===== src/rtl/sprite_layer_mux.sv =====
// Per-pixel fixed-priority sprite overlay for the indexed-colour display path.
// Define COLLISION_EN to build the per-frame sprite-sprite collision reporter.
module sprite_layer_mux #(
   parameter int NUM_SPRITES = 4,
   parameter int H_ACTIVE    = 640,
   parameter int V_ACTIVE    = 480,
   parameter int CW          = 19,
   parameter int IDX_W       = 8
) (
   input  logic                         clock,
   input  logic                         reset,
   input  logic                         pix_valid,
   input  logic                         frame_start,
   input  logic [IDX_W-1:0]             index,
   input  logic [NUM_SPRITES*CW-1:0]    pos_x,
   input  logic [NUM_SPRITES*CW-1:0]    pos_y,
   input  logic [NUM_SPRITES*CW-1:0]    size_w,
   input  logic [NUM_SPRITES*CW-1:0]    size_h,
   input  logic [NUM_SPRITES*IDX_W-1:0] sprite_idx,
   input  logic [NUM_SPRITES-1:0]       sprite_en,
   output logic [IDX_W-1:0]             index_out,
   output logic                         out_valid,
   output logic [NUM_SPRITES-1:0]       hit_mask,
   output logic [NUM_SPRITES-1:0]       collision_mask,
   output logic                         collision_stb
);

   localparam logic [CW-1:0] X_LAST = CW'(H_ACTIVE - 1);
   localparam logic [CW-1:0] Y_LAST = CW'(V_ACTIVE - 1);

   typedef struct packed {
      logic [CW-1:0]    px;
      logic [CW-1:0]    py;
      logic [CW-1:0]    w;
      logic [CW-1:0]    h;
      logic [IDX_W-1:0] idx;
      logic             en;
   } sprite_t;

   // Hit test in CW+1 bits: the subtraction is only meaningful once x >= px,
   // and the extra bit keeps the rectangle from wrapping past the edges.
   function automatic logic sprite_hit(input sprite_t s,
                                       input logic [CW-1:0] x,
                                       input logic [CW-1:0] y);
      logic [CW:0] dx;
      logic [CW:0] dy;
      dx = {1'b0, x} - {1'b0, s.px};
      dy = {1'b0, y} - {1'b0, s.py};
      return s.en && (x >= s.px) && (dx < {1'b0, s.w})
                  && (y >= s.py) && (dy < {1'b0, s.h});
   endfunction

   // ------------------------------------------------------------------
   // Pixel position counters
   // ------------------------------------------------------------------
   logic [CW-1:0] nxt_x;
   logic [CW-1:0] nxt_y;
   logic [CW-1:0] cur_x;
   logic [CW-1:0] cur_y;

   // NOTE: every always_comb output gets a default first so no latch is inferred.
   always_comb begin
      cur_x = nxt_x;
      cur_y = nxt_y;
      if (frame_start) begin
         cur_x = '0;
         cur_y = '0;
      end
   end

   // NOTE: sequential state uses non-blocking assignments only.
   always_ff @(posedge clock or posedge reset) begin
      if (reset) begin
         nxt_x <= '0;
         nxt_y <= '0;
      end else if (pix_valid) begin
         if (cur_x == X_LAST) begin
            nxt_x <= '0;
            nxt_y <= (cur_y == Y_LAST) ? '0 : cur_y + CW'(1);
         end else begin
            nxt_x <= cur_x + CW'(1);
            nxt_y <= cur_y;
         end
      end
   end

   // ------------------------------------------------------------------
   // Shadow sprite registers, reloaded on the frame_start pixel
   // ------------------------------------------------------------------
   sprite_t shadow [NUM_SPRITES];

   // NOTE: the shadow bank is reset so no sprite is live before the first frame_start.
   always_ff @(posedge clock or posedge reset) begin
      if (reset) begin
         for (int i = 0; i < NUM_SPRITES; i++) shadow[i] <= '0;
      end else if (pix_valid && frame_start) begin
         for (int i = 0; i < NUM_SPRITES; i++) begin
            shadow[i] <= '{px:  pos_x[i*CW +: CW],
                           py:  pos_y[i*CW +: CW],
                           w:   size_w[i*CW +: CW],
                           h:   size_h[i*CW +: CW],
                           idx: sprite_idx[i*IDX_W +: IDX_W],
                           en:  sprite_en[i]};
         end
      end
   end

   // ------------------------------------------------------------------
   // Stage 1: position, background index and valid
   // ------------------------------------------------------------------
   logic             s1_valid;
   logic [CW-1:0]    s1_x;
   logic [CW-1:0]    s1_y;
   logic [IDX_W-1:0] s1_bg;

   always_ff @(posedge clock or posedge reset) begin
      if (reset) s1_valid <= 1'b0;
      else       s1_valid <= pix_valid;
   end

   // NOTE: datapath registers carry no reset; s1_valid qualifies every use of them.
   always_ff @(posedge clock) begin
      if (pix_valid) begin
         s1_x  <= cur_x;
         s1_y  <= cur_y;
         s1_bg <= index;
      end
   end

   // ------------------------------------------------------------------
   // Stage 2: hit test, priority select, output registers
   // ------------------------------------------------------------------
   logic [NUM_SPRITES-1:0] hit;
   logic [IDX_W-1:0]       sel_idx;

   always_comb begin
      hit     = '0;
      sel_idx = s1_bg;
      for (int i = 0; i < NUM_SPRITES; i++) hit[i] = sprite_hit(shadow[i], s1_x, s1_y);
      // Walk from lowest priority up so sprite 0 has the final say.
      for (int i = NUM_SPRITES - 1; i >= 0; i--) begin
         if (hit[i]) sel_idx = shadow[i].idx;
      end
   end

   always_ff @(posedge clock or posedge reset) begin
      if (reset) begin
         out_valid <= 1'b0;
         index_out <= '0;
         hit_mask  <= '0;
      end else begin
         out_valid <= s1_valid;
         if (s1_valid) begin
            index_out <= sel_idx;
            hit_mask  <= hit;
         end
      end
   end

   // ------------------------------------------------------------------
   // Collision reporting
   // ------------------------------------------------------------------
`ifdef COLLISION_EN
   logic                   s1_fs;
   logic                   multi_hit;
   logic [NUM_SPRITES-1:0] coll_acc;

   always_ff @(posedge clock) begin
      if (pix_valid) s1_fs <= frame_start;
   end

   always_comb multi_hit = ($countones(hit) >= 2);

   // The frame_start pixel closes the previous frame and opens the next one.
   always_ff @(posedge clock or posedge reset) begin
      if (reset) begin
         coll_acc       <= '0;
         collision_mask <= '0;
         collision_stb  <= 1'b0;
      end else begin
         collision_stb <= s1_valid && s1_fs;
         if (s1_valid) begin
            if (s1_fs) begin
               collision_mask <= coll_acc;
               coll_acc       <= multi_hit ? hit : '0;
            end else if (multi_hit) begin
               coll_acc <= coll_acc | hit;
            end
         end
      end
   end
`else
   assign collision_mask = '0;
   assign collision_stb  = 1'b0;
`endif

endmodule

===== config.mk =====
export PLATFORM = sky130hd
export DESIGN_NAME = sprite_layer_mux
export DESIGN_NICKNAME = d
export VERILOG_FILES = /design/src/rtl/sprite_layer_mux.sv
export SDC_FILE = /design/constraint.sdc
export NUM_CORES = 1
export LEC_CHECK = 0
export ABC_AREA = 1
export BUFFER_PORTS_ARGS = -buffer_cell sky130_fd_sc_hd__buf_2
export CORE_UTILIZATION = 45
export DETAILED_ROUTE_END_ITERATION = 10
export SLEW_MARGIN = 20
export SYNTH_ARGS = -nofsm -noshare
export SYNTH_HDL_FRONTEND = slang
export SYNTH_SLANG_ARGS = --single-unit

===== constraint.sdc =====
create_clock -name clock -period 15.2 [get_ports clock]
set_input_delay 1.52 -clock clock [delete_from_list [all_inputs] [get_ports clock]]
set_output_delay 1.52 -clock clock [all_outputs]
set_load 0.01 [all_outputs]

=== Yosys cells after proc, flatten, opt, wreduce, memory -nomap -nowiden ===
Cells that the tools add are included.

* Register bits after elaboration: 438
* Input port bits: 352

* Eq/ne operators: 2
* Reductions and logical operators: 17
* Add/sub/neg operators: 10
* Multiplexer cells: 9
* Magnitude comparators: 16

{| class="wikitable"
|+ Operators with widths
! operator !! count
|-
| $lt A20 B19 Y1 || 8
|-
| $sub A19 B19 Y20 || 8
|-
| $ge A19 B19 Y1 || 8
|-
| $mux W19 || 5
|-
| $add A19 B1 Y19 const B || 2
|-
| $mux W8 || 4
|-
| $eq A19 B10 Y1 const B || 1
|-
| $eq A19 B9 Y1 const B || 1
|-
| $logic_and A1 B1 Y1 || 17
|}

=== Depth between registers and ports, before layout ===
* Word-level depth: 9
* Depth in mapped cells: 29
* Depth with buffers taken out: 29

=== Worst setup path before layout ===
Ideal clock, no wire load.

* Path type: input to register
* Start point: in frame_start
* End point: reg nxt_y[18]
* Path buffers: 3
* Required time: 15.083 ns
* Library setup time: 0.117 ns
* Stages on the path: 17
* Data arrival time: 3.637 ns
* Slack: 11.446 ns
* Cell sequence: buf_2 > buf_2 > buf_2 > nor2_1 > ha_1 > nand3_1 > nor2_2 > nand2_2 > clkinv_2 > nand4_4 > nor2_1 > nand4_1 > nor2_1 > nand3_1 > xor2_1 > nand2_1 > nand2_1

* Elaborated cells on any way between the ends: 7

{| class="wikitable"
|+ RTL lines
! what !! line !! text
|-
| start: declaration || 13 || <nowiki>input logic frame_start,</nowiki>
|-
| $mux W19 || 65 || <nowiki>if (frame_start) begin</nowiki>
|-
| net cur_x[0] || 58 || <nowiki>logic [CW-1:0] cur_x;</nowiki>
|-
| $eq A19 B10 Y1 || 77 || <nowiki>if (cur_x == X_LAST) begin</nowiki>
|-
| $mux W19 || 77 ||
|-
| end signal: assignment || 79 || <nowiki>nxt_y <= (cur_y == Y_LAST) ? '0 : cur_y + CW'(1);</nowiki>
|-
| end signal: assignment || 82 || <nowiki>nxt_y <= cur_y;</nowiki>
|-
| end: declaration || 57 || <nowiki>logic [CW-1:0] nxt_y;</nowiki>
|}

The timed path passes the listed nets, and every way through them passes these cells.
A chain may end at the register's enable or synchronous reset.

=== Final worst setup path ===
* Start point: reg s1_x[0]
* End point: reg index_out[7]

* Longest elaborated chain between the ends: 9
* Elaborated cells on any way between the ends: 32

{| class="wikitable"
|+ Ends and longest elaborated chain
! what !! line !! text
|-
| start: declaration || 112 || <nowiki>logic [CW-1:0] s1_x;</nowiki>
|-
| start signal: assignment || 124 || <nowiki>s1_x <= cur_x;</nowiki>
|-
| $sub A19 B19 Y20 or $ge A19 B19 Y1 (tied branches) || 47, 49 ||
|-
| $lt A20 B19 Y1 or $logic_and A1 B1 Y1 (tied branches) || 49 || <nowiki>return s.en && (x >= s.px) && (dx < {1'b0, s.w})</nowiki>
|-
| $logic_and A1 B1 Y1 || 49 ||
|-
| $logic_and A1 B1 Y1 (2 in series) || 50 || <nowiki>&& (y >= s.py) && (dy < {1'b0, s.h});</nowiki>
|-
| $mux W8 (3 in series) || 142 || <nowiki>if (hit[i]) sel_idx = shadow[i].idx;</nowiki>
|-
| $mux W8 * || 142 ||
|-
| end signal: assignment || 154 || <nowiki>index_out <= sel_idx;</nowiki>
|-
| end: declaration || 21 || <nowiki>output logic [IDX_W-1:0] index_out,</nowiki>
|}

Every way passes the cells marked *; elsewhere a longest branch is shown, timed or not.

==> qor.tcl <==
set qor(globalplace.congestion) 0.9030
set qor(chipHeight_um) 253.4
set qor(initial_core_util) 0.4584
set qor(cts-htree-levels) 2
set qor(synth_simple_gate_area_frac) 0.1811
set qor(fp-row-count) 91
set qor(synth_area_per_cell_sq_um) 7.901
set qor(portion_of_the_post_synthesis_area_used_by_sequential_elements) 0.3934
set qor(fin_crit_sh) 0.3086
set qor(critical_path_cell_sequence) {inv_1, ha_1, inv_1, fa_1, a21oi_1, o21bai_1, a21oi_1, inv_1, a21oi_1, o21ai_0, nand3_1, nand2_1, xor2_1, ha_1, nor3b_1, nand2_1, nor2_4, nand4_1, nor2_2, nor2_1, nand2_1, nand2_1, a21oi_1}
set qor(setup_total_negative_slack_ps) 0
set qor(critPathMaxStageDelay_ps) 470
set qor(path_buf_inv) 3
set qor(die_area_sq_um) 64220
set qor(wl_met1_um) 36350
set qor(path_max_fanout) 9
set qor(detailroute.wirelength.met3_um) 3177
set qor(stdcell_count) 4817
set qor(maximum_ir_drop_on_the_vdd_rail_v) 0.00007719
set qor(design_internal_power_uw) 2446
set qor(dp_hpwl_um) 62370
set qor(synth_warnings) 0
set qor(global_route.overflow_total) 0
set qor(power_uw) 3673
set qor(post_synth_instance_area_sq_um) 28440
set qor(cts-hold-fix-buffers) 0
set qor(cts_tree) {done}
set qor(share_of_power_burned_in_the_clock_network) 0.334
set qor(grt_setup_unrepaired) {no}
set qor(drc_errors) 0
set qor(drt_pass1_iterations) 8
set qor(whs_ps) 482.7
set qor(synth_edf_count) 46
set qor(largest_family_of_logic_cells_by_synthesized_area) {simple AND/OR/NAND/NOR gates}
set qor(crit_family) {simple AND/OR/NAND/NOR gates}
set qor(p_seq_frac) 0.370
set qor(timing.final.crit_period_ps) 4691
set qor(power.combinational.fraction) 0.296
set qor(netlist_instances) 3600
set qor(numPlacedInstances) 4724
set qor(critical_path.endpoint_type) {register}
set qor(finish.net_count) 4596
set qor(dr.first_iter.drc_count) 1659
set qor(num_io_pins) 370
set qor(grt_antenna_before_repair) 2
set qor(postCtsSetupBuffers) 0
set qor(seq_area_sq_um) 11190
set qor(route.detailed.wl_per_inst_um) 16.54
set qor(setup_viol) 0
set qor(arrival_ps) 5200
set qor(dr.max_layer_used) {met4}
set qor(max_cap_viol_count) 0
set qor(clkTransAtPathRegs_ps) 60
set qor(synth_top_flop_cell) {sky130_fd_sc_hd__dfrtp_1}
set qor(ys_async_sr_fraction) 0.8950
set qor(worstSkewPairLatency_ps) 610
set qor(yosys_register_bits) 438
set qor(cts_repair_resize_count) 0
set qor(fin_area_sq_um) 32720
set qor(numCtsBuffers) 49
set qor(drive_gt1_frac) 0.1287
set qor(synth_xor_area_frac) 0.05050
set qor(worst_pin_slew_ps) 1068
set qor(io_buffers) 364
set qor(timing.critical_path.slowest_stage_cell) {sky130_fd_sc_hd__nor2_2}
set qor(design.core.area_sq_um) 62050
set qor(area.growth.synth_to_final_pct) 15.04
set qor(maximum_clock_rate_ghz) 0.2132
set qor(synth_adder_area_share) 0.1367
set qor(postRouteAntennaNets) 0
set qor(placed_cell_area_sq_um) 31060
set qor(timing.setup.critical_path_class) {register to register}
set qor(die-width_um) 253.4
set qor(clk_path_buf_depth) 3
set qor(static-leakage-power_uw) 0.01763
set qor(power.switching_uw) 1227
set qor(switching_share) 0.3340
set qor(final.fill_count) 6114
set qor(clock_tree.root_cell) {sky130_fd_sc_hd__clkbuf_16}
set qor(vias_in_the_first_global_route) 22860
set qor(power_per_cell_area_nw_per_um2) 112.3
set qor(synth_compound_area_frac) 0.1347
set qor(clock_skew_ps) 26.86
set qor(run_status) {complete, no violations}
set qor(multiInputGateArea_sq_um) 14640
set qor(timing.critical_path.from_type) {register}
set qor(timing.hold.worst.class) {register to register}
set qor(routed_wirelength_um) 79690
set qor(maxSlewHeadroom) 0.2878
set qor(grt_first_pass_wirelength_um) 122900
set qor(detail_route.vias_per_cell) 4.969
set qor(synth.lib_cells_used.distinct) 49
set qor(report.final.hold_viol_count) 0
set qor(globalRouteTotalUtil) 0.2488
set qor(grt_max_degree) 242
set qor(drv_slew) 0
set qor(cts_num_sinks) 438
set qor(mux_cell_area_share_after_synthesis) 0.01069
set qor(routed-wl-met2_um) 37120
set qor(vias) 23940
set qor(timing.critical_path.required_ps) 15710
==> kinds of logic after synthesis <==
logic type | after synthesis
other | 1
buffers and inverters | 690
AO/OA/AOI/OAI | 726
XOR/XNOR | 164
multiplexers | 27
adder cells (fa/ha/maj) | 306
flip-flops | 438
AND/OR/NAND/NOR | 1248
==> synth_stat cells (all sizes together), types with 46 or more instances <==
cell,instances,area share
a21oi,530,0.093
dfrtp,392,0.34
ha,298,0.13
nand3,84,0.015
xor2,101,0.031
o21ai,110,0.019
nor2,487,0.066
nand4,54,0.013
inv,598,0.079
nand2,571,0.076
edfxtp,46,0.049
clkbuf,54,0.0071
xnor2,63,0.019
==> final timing paths <==
| check | from | end | slack [ps] | cells past startpoint |
|---|---|---|---|---|
| max | s1_x[0] | index_out[7] | 10510 | 23 |
| min | nxt_y[18] | nxt_y[18] | 480 | 2 |
| max reg2reg | s1_x[0] | index_out[7] | 10510 | 23 |
| min reg2reg | nxt_y[18] | nxt_y[18] | 480 | 2 |
| max in group asynchronous | reset | shadow[14] | 11980 | 4 |
| min in group asynchronous | reset | shadow[204] | 1070 | 2 |
==> final cells by class <==
| cell class | instances | area share |
|---|---|---|
| Antenna cell | 1 | 0.00007648 |
| Timing Repair Buffer | 372 | 0.05866 |
| Clock inverter | 16 | 0.005086 |
| Multi-Input combinational cell | 2476 | 0.4473 |
| Clock buffer | 76 | 0.04558 |
| Tap cell | 837 | 0.03201 |
| Sequential cell | 438 | 0.3420 |
| Inverter | 601 | 0.06925 |
==> state kept, by name, indices dropped and copies added, names as in the netlist <==
| signal | cells |
|---|---|
| shadow | 340 |
| s1_bg | 8 |
| s1_valid | 1 |
| s1_x | 19 |
| s1_y | 19 |
| index_out | 8 |
| nxt_y | 19 |
| out_valid | 1 |
| hit_mask | 4 |
| nxt_x | 19 |
==> routing by layer <==
| layer | global-route usage | up-vias |
|---|---|---|
| met2 | 0.4114 | 488 |
| met4 | 0.09697 | 0 |
| met1 | 0.3319 | 10980 |
| li1 | - | 12340 |
| met5 | 0 | - |
| met3 | 0.02889 | 129 |
==> power by group through the flow <==
stage / combinational, uW / clock, uW / sequential (uW)
2_1_floorplan: 797 / 0 / 1360
3_3_place_gp: 1070 / 0 / 1380
3_5_place_dp: 1090 / 0 / 1380
4_1_cts: 1090 / 1250 / 1360
5_1_grt: 1260 / 1300 / 1370
6_report: 1090 / 1230 / 1360
==> through the flow <==
stage	setup WS (ps)	utilization
2_1_floorplan	2782	-
3_3_place_gp	10600	0.5005
5_1_grt	10090	0.5273
4_1_cts	10540	0.5273
3_5_place_dp	10560	0.5005
6_report	10510	0.5273
==> placed cells by master, fill, tap and decap left out, types with 8 or more instances in the layout <==
cell type / instances
sky130_fd_sc_hd__inv_1: 595
sky130_fd_sc_hd__nand2_1: 564
sky130_fd_sc_hd__a21oi_1: 530
sky130_fd_sc_hd__nor2_1: 477
sky130_fd_sc_hd__dfrtp_1: 392
sky130_fd_sc_hd__buf_2: 364
sky130_fd_sc_hd__ha_1: 298
sky130_fd_sc_hd__o21ai_0: 103
sky130_fd_sc_hd__xor2_1: 101
sky130_fd_sc_hd__nand3_1: 80
sky130_fd_sc_hd__xnor2_1: 63
sky130_fd_sc_hd__nand4_1: 52
sky130_fd_sc_hd__clkbuf_16: 52
sky130_fd_sc_hd__edfxtp_1: 46
sky130_fd_sc_hd__nor3_1: 30
sky130_fd_sc_hd__mux2_2: 27
sky130_fd_sc_hd__a21o_1: 23
sky130_fd_sc_hd__a31oi_1: 21
sky130_fd_sc_hd__clkbuf_1: 14
sky130_fd_sc_hd__clkinv_2: 11
sky130_fd_sc_hd__o21bai_1: 11
sky130_fd_sc_hd__clkbuf_8: 10
sky130_fd_sc_hd__nor4_1: 8
sky130_fd_sc_hd__fa_1: 8
==> worst min-delay path, cell delays in order (launching register included) <==
cell and delay (ps):
sky130_fd_sc_hd__dfrtp_1 340, sky130_fd_sc_hd__nand2_1 50, sky130_fd_sc_hd__nand2_1 60
Power figures use the tool's default switching activity.
